<file path="src/rtl/riscv_membuf_rsp.sv">
// Memory-side responder for the CPU memory access buffer. Requests are
// queued in order, issued one at a time to a wait-stated slave, and each
// access returns exactly one registered response. A stalled access is
// force-completed with an error response once its wait budget runs out.
module riscv_membuf_rsp #(
  parameter int DEPTH   = 2,
  parameter int DBITS   = 64,
  parameter int ABITS   = 32,
  parameter int TIMEOUT = 255
) (
  input  logic             rst_ni,
  input  logic             clk_i,
  input  logic             clr_i,
  input  logic             ena_i,
  input  logic             req_i,
  input  logic             we_i,
  input  logic [ABITS-1:0] addr_i,
  input  logic [DBITS-1:0] d_i,
  output logic             ack_o,
  output logic             mem_req_o,
  output logic             mem_we_o,
  output logic [ABITS-1:0] mem_addr_o,
  output logic [DBITS-1:0] mem_d_o,
  input  logic             mem_ready_i,
  input  logic [DBITS-1:0] mem_q_i,
  output logic             rsp_valid_o,
  output logic             rsp_we_o,
  output logic             rsp_err_o,
  output logic [DBITS-1:0] rsp_q_o,
  output logic             empty_o,
  output logic             full_o
);

  localparam int AW = $clog2(DEPTH);
  localparam int PW = AW + 1;
  localparam int IW = (AW > 0) ? AW : 1;
  localparam int CW = (TIMEOUT > 0) ? $clog2(TIMEOUT + 1) : 1;
  localparam int EW = 1 + ABITS + DBITS;

  typedef enum logic {IDLE, ACCESS} state_t;

  logic [EW-1:0]    buf_q [DEPTH];
  logic [PW-1:0]    wptr_q, rptr_q, wptr_nxt, rptr_nxt;
  logic [IW-1:0]    widx, ridx;
  logic [CW-1:0]    cnt_q;
  state_t           state_q, state_d;
  logic [EW-1:0]    head;
  logic             head_we;
  logic             tmo_hit, pop;
  logic             rsp_valid_p1, rsp_we_p1, rsp_err_p1;
  logic [DBITS-1:0] rsp_q_p1;

  // The pointer MSB is the wrap bit; the low bits index the buffer.
  assign widx     = IW'(wptr_q & PW'(DEPTH - 1));
  assign ridx     = IW'(rptr_q & PW'(DEPTH - 1));
  assign empty_o  = (wptr_q == rptr_q);
  assign full_o   = ((wptr_q - rptr_q) == PW'(DEPTH));

  assign head     = buf_q[ridx];
  assign head_we  = head[EW-1];

  assign mem_req_o  = (state_q == ACCESS) & ena_i & ~clr_i;
  assign mem_we_o   = head_we;
  assign mem_addr_o = head[EW-2 -: ABITS];
  assign mem_d_o    = head[DBITS-1:0];

  // A forced completion only happens on a cycle the slave did not finish.
  assign tmo_hit  = (TIMEOUT != 0) && (cnt_q == CW'(TIMEOUT)) && !mem_ready_i;
  assign pop      = mem_req_o & (mem_ready_i | tmo_hit);

  // A pop frees the head slot in the same cycle, so a full queue can still accept.
  assign ack_o    = req_i & ena_i & ~clr_i & (~full_o | pop);

  assign wptr_nxt = wptr_q + PW'(ack_o);
  assign rptr_nxt = rptr_q + PW'(pop);

  // Issue FSM next state: enter ACCESS as soon as an entry exists after this edge.
  always_comb begin
    state_d = state_q;
    case (state_q)
      IDLE:    if ((~empty_o | ack_o) & ena_i & ~clr_i) state_d = ACCESS;
      ACCESS:  if (clr_i) state_d = IDLE;
               else if (pop && (wptr_nxt == rptr_nxt)) state_d = IDLE;
      default: state_d = IDLE;
    endcase
  end

  // FSM state register.
  always_ff @(posedge clk_i or negedge rst_ni) begin
    if (!rst_ni) state_q <= IDLE;
    else         state_q <= state_d;
  end

  // Queue storage: payload only, written on acceptance.
  always_ff @(posedge clk_i) begin
    if (ack_o) buf_q[widx] <= {we_i, addr_i, d_i};
  end

  // Queue pointers; a clear drops every entry.
  always_ff @(posedge clk_i or negedge rst_ni) begin
    if (!rst_ni) begin
      wptr_q <= '0;
      rptr_q <= '0;
    end else if (clr_i) begin
      wptr_q <= '0;
      rptr_q <= '0;
    end else begin
      wptr_q <= wptr_nxt;
      rptr_q <= rptr_nxt;
    end
  end

  // Wait-state counter: counts stalled request cycles, frozen while disabled.
  always_ff @(posedge clk_i or negedge rst_ni) begin
    if (!rst_ni) begin
      cnt_q <= '0;
    end else if (clr_i) begin
      cnt_q <= '0;
    end else if (ena_i) begin
      if (pop || (state_q == IDLE))                           cnt_q <= '0;
      else if (mem_req_o && !mem_ready_i && (TIMEOUT != 0))   cnt_q <= cnt_q + 1'b1;
    end
  end

  // ---- stage p1: registered response, one cycle after completion ----
  always_ff @(posedge clk_i or negedge rst_ni) begin
    if (!rst_ni) begin
      rsp_valid_p1 <= 1'b0;
      rsp_we_p1    <= 1'b0;
      rsp_err_p1   <= 1'b0;
      rsp_q_p1     <= '0;
    end else if (pop) begin
      rsp_valid_p1 <= 1'b1;
      rsp_we_p1    <= head_we;
      rsp_err_p1   <= ~mem_ready_i;
      rsp_q_p1     <= (mem_ready_i && !head_we) ? mem_q_i : '0;
    end else begin
      rsp_valid_p1 <= 1'b0;
    end
  end

  assign rsp_valid_o = rsp_valid_p1;
  assign rsp_we_o    = rsp_we_p1;
  assign rsp_err_o   = rsp_err_p1;
  assign rsp_q_o     = rsp_q_p1;

endmodule

</file>
<file path="config.mk">
export PLATFORM = sky130hd
export DESIGN_NAME = riscv_membuf_rsp
export DESIGN_NICKNAME = d
export VERILOG_FILES = /design/src/rtl/riscv_membuf_rsp.sv
export SDC_FILE = /design/constraint.sdc
export NUM_CORES = 1
export LEC_CHECK = 0
export CAP_MARGIN = 20
export CORE_MARGIN = 4
export CORE_UTILIZATION = 50
export CTS_CLUSTER_SIZE = 24
export DETAILED_ROUTE_END_ITERATION = 8
export GPL_ROUTABILITY_DRIVEN = 1
export PLACE_DENSITY = 0.95
export SLEW_MARGIN = 15
export SYNTH_ARGS = -nofsm -noshare
export SYNTH_HDL_FRONTEND = slang
export SYNTH_SLANG_ARGS = --single-unit
</file>
<file path="constraint.sdc">
create_clock -name clk_i -period 6.8 [get_ports clk_i]
set_clock_uncertainty 0.15 [all_clocks]
set_input_delay 1.02 -clock clk_i [delete_from_list [all_inputs] [get_ports clk_i]]
set_output_delay 1.02 -clock clk_i [all_outputs]
set_load 0.03 [all_outputs]
</file>
==> flow_metrics.py <==
metrics = {
    "layout": {
        "synthToLayoutAreaGrowth_pct": 42.6,
        "post-route-util_pct": 73.5,
        "post-route-cell-area_um2": 15100,
        "drive_gt1_share_pct": 16.6,
        "number_of_antenna_repair_diodes": 0,
        "nets": 1166,
    },
    "floorplanning": {
        "design.portCount": 335,
        "fp.coreArea_um2": 20500,
        "rows": 52,
        "floorplan.die.height_um": 153,
        "die_w_um": 153,
        "initial_core_util_pct": 51.5,
        "die_area_um2": 23500,
    },
    "global_routing": {
        "maximum_number_of_pins_on_one_net_before_global_route_repair": 73,
        "first_global_vias": 7088,
        "grt_first_pass_wirelength_mm": 41.4,
        "antenna_found_initial": 1,
        "grt.overflow.total": 0,
        "grt.total_usage_pct": 22.3,
    },
    "yosys": {
        "ys_seq_area_share_pct": 74.1,
        "postSynthCellCount": 665,
        "synthTopCellsByArea": "sky130_fd_sc_hd__edfxtp_1, sky130_fd_sc_hd__dfrtp_1, sky130_fd_sc_hd__mux2_2",
        "total_of_flip_flops_plus_latches_after_synthesis": 274,
        "synth_top_cell_by_area": "sky130_fd_sc_hd__edfxtp_1",
        "synth_async_sr_flop_share_pct": 29.2,
        "synth_top_area_share_pct": 55.2,
        "synth_fp_nets": 836,
        "synth-edff-count": 194,
        "ys.warnings.count": 0,
        "synth.cell_area_um2": 10600,
        "yosys.cell_types.count": 37,
        "synth_top_flop_cell": "sky130_fd_sc_hd__edfxtp_1",
        "average_instance_area_after_synthesis_um2": 15.9,
    },
    "place": {
        "placement.cell_area_um2": 14100,
        "input_output_buffers": 334,
        "gp_routability_congestion": 0.849,
        "dp.final_hpwl_mm": 18.4,
    },
    "clocking": {
        "num_cts_buffers": 27,
        "cts.repair.resized": 0,
        "cts_hold_buf": 0,
        "clock_sink_count": 274,
        "max-clock-path-buffers": 3,
        "cts_tree": "done",
        "insertion_delay_ns": 0.51,
        "clk_transition_reported_paths_ns": 0.06,
        "cts_setup_buffers": 0,
        "cts.root.buffer_cell": "sky130_fd_sc_hd__clkbuf_16",
        "cts_max_level": 1,
    },
    "timing": {
        "min_period_over_period_pct": 66.0,
        "relSlewSlack_pct": 42.3,
        "final-hold-violation-count": 0,
        "max_clock_freq_ghz": 0.223,
        "fin_setup_tns_ns": 0,
        "slew_viol_final": 0,
        "final_report_setup_violation_count": 0,
        "unrepaired_setup_endpoints_after_global_routing": "false",
        "timing.final.crit_period_ns": 4.49,
        "max_slew.worst_pin.slew_ns": 0.866,
    },
    "power_and_ir_drop": {
        "power-per-cell-area_nw_per_um2": 293,
        "leakage_uw": 0.00548,
        "irDropWorstVdd_mv": 0.201,
    },
    "route": {
        "viasPerCell": 5.39,
        "first_pass_iters": 5,
        "drt-initial-drc-count": 495,
        "routed_wl_mm": 27.0,
        "dr_total_vias": 6918,
        "avgRoutedWirePerCell_um": 21.0,
        "detail-route-antenna-nets": 0,
        "drcViolationCount": 0,
    },
    "critical_path": {
        "rr_startpoint": "rptr_q[0]",
        "crit_path_arrival_time_ns": 3.32,
        "startpoint_kind_of_the_worst_setup_timing_path": "primary input",
        "worst-setup-path-type": "primary input to primary output",
        "critical_path_peak_fanout": 72,
        "origin_of_the_worst_setup_path": "clr_i",
        "required_ns": 5.63,
        "critPathCaptureType": "primary output",
    },
    "worst_hold_path": {
        "worst_hold_path_type": "primary input to async pin",
    },
    "job": {
        "max_cap_viol_count": 0,
    },
    "outcome": {
        "run_status": "finished, final reports clean",
    },
}
[worst paths after layout]
path / slack [ns] / endpoint / cells after the start
hold reg to reg: 0.38 / rsp_we_o / 1
setup reg to reg: 3.34 / buf_q[0][31] / 4
setup / recovery: 2.31 / mem_req_o / 5
hold / removal: 0.24 / rsp_q_o[59] / 1
max in group asynchronous: 5.16 / rptr_q[0] / 2
min in group clk_i: 0.38 / rsp_we_o / 1
[where the power goes]
part / switching (µW) / total (µW) / internal (µW)
sequential: 80.2 / 2010 / 1930
combinational: 495 / 884 / 389
clock: 597 / 1510 / 918
[sequential cells by signal (all words and copies together) (netlist names)]
register,flops
cnt_q,8
state_q,1
rsp_err_o,1
rptr_q,2
rsp_q_o,64
wptr_q,2
rsp_we_o,1
rsp_valid_o,1
buf_q,194
[kinds of logic (layout without fill, tap and decap cells)]
kind of cell | count (synthesis) | count (layout) | synth area share (%)
compound gates | 76 | 76 | 4.46
xor+xnor | 11 | 11 | 0.912
fa+ha+maj | 4 | 4 | 0.474
buf+inv | 110 | 459 | 4.31
flops | 274 | 274 | 74.1
mux | 98 | 98 | 10.5
simple gates | 92 | 92 | 5.25
[layout by cell type, fill, tap and decap left out, drive strengths merged, types with 6 or more instances in the layout]
master	instances
clkdlybuf4s50	332
edfxtp	194
mux2	97
dfrtp	80
inv	69
nand4	67
o21ai	65
clkbuf	38
nor2	10
buf	10
clkinv	7
xor2	6
[area by class of cell]
type	count	area [µm²]
Inverter	69	259
Timing Repair Buffer	342	3400
Fill cell	1164	5440
Multi-Input combinational cell	281	2320
Clock buffer	38	788
Sequential cell	274	7830
Tap cell	270	338
Clock inverter	10	126
[metrics by stage]
step	hold slack (ns)	worst slack, ns	cells	power [µW]
2_1_floorplan	0.354	1.35	665	2470
3_3_place_gp	0.355	2.37	1236	2900
3_5_place_dp	0.365	2.36	1236	2930
4_1_cts	0.229	2.35	1284	4450
5_1_grt	0.248	2.20	1284	4580
6_report	0.240	2.31	1284	4410
[critical path, cell delays in order]
cell and delay [ns]:
sky130_fd_sc_hd__clkdlybuf4s50_1 0.57, sky130_fd_sc_hd__inv_2 0.13, sky130_fd_sc_hd__and3_2 0.19, sky130_fd_sc_hd__buf_4 0.57, sky130_fd_sc_hd__clkdlybuf4s50_1 0.81
[Yosys cell counts (2+ instances only)]
library cell,instances
sky130_fd_sc_hd__ha_1,4
sky130_fd_sc_hd__dfrtp_1,80
sky130_fd_sc_hd__and3_1,3
sky130_fd_sc_hd__xor2_1,6
sky130_fd_sc_hd__a31oi_1,4
sky130_fd_sc_hd__o21ai_2,9
sky130_fd_sc_hd__clkbuf_1,18
sky130_fd_sc_hd__nor2_1,10
sky130_fd_sc_hd__buf_1,7
sky130_fd_sc_hd__nand4_1,67
sky130_fd_sc_hd__buf_2,13
sky130_fd_sc_hd__nand2_1,4
sky130_fd_sc_hd__inv_1,68
sky130_fd_sc_hd__o21ai_0,56
sky130_fd_sc_hd__buf_6,2
sky130_fd_sc_hd__edfxtp_1,194
sky130_fd_sc_hd__mux2_2,96
sky130_fd_sc_hd__xnor2_1,5
[layer usage]
| metal | up-vias | GRT usage (%) | wire, µm |
|---|---|---|---|
| li1 | 3117 | - | - |
| met1 | 3401 | 29.1 | 10500 |
| met2 | 360 | 37.6 | 13300 |
| met3 | 38 | 6.53 | 2740 |
| met4 | 2 | 4.67 | 459 |
| met5 | - | 0 | 20 |
(Power assumes the default switching activity.)
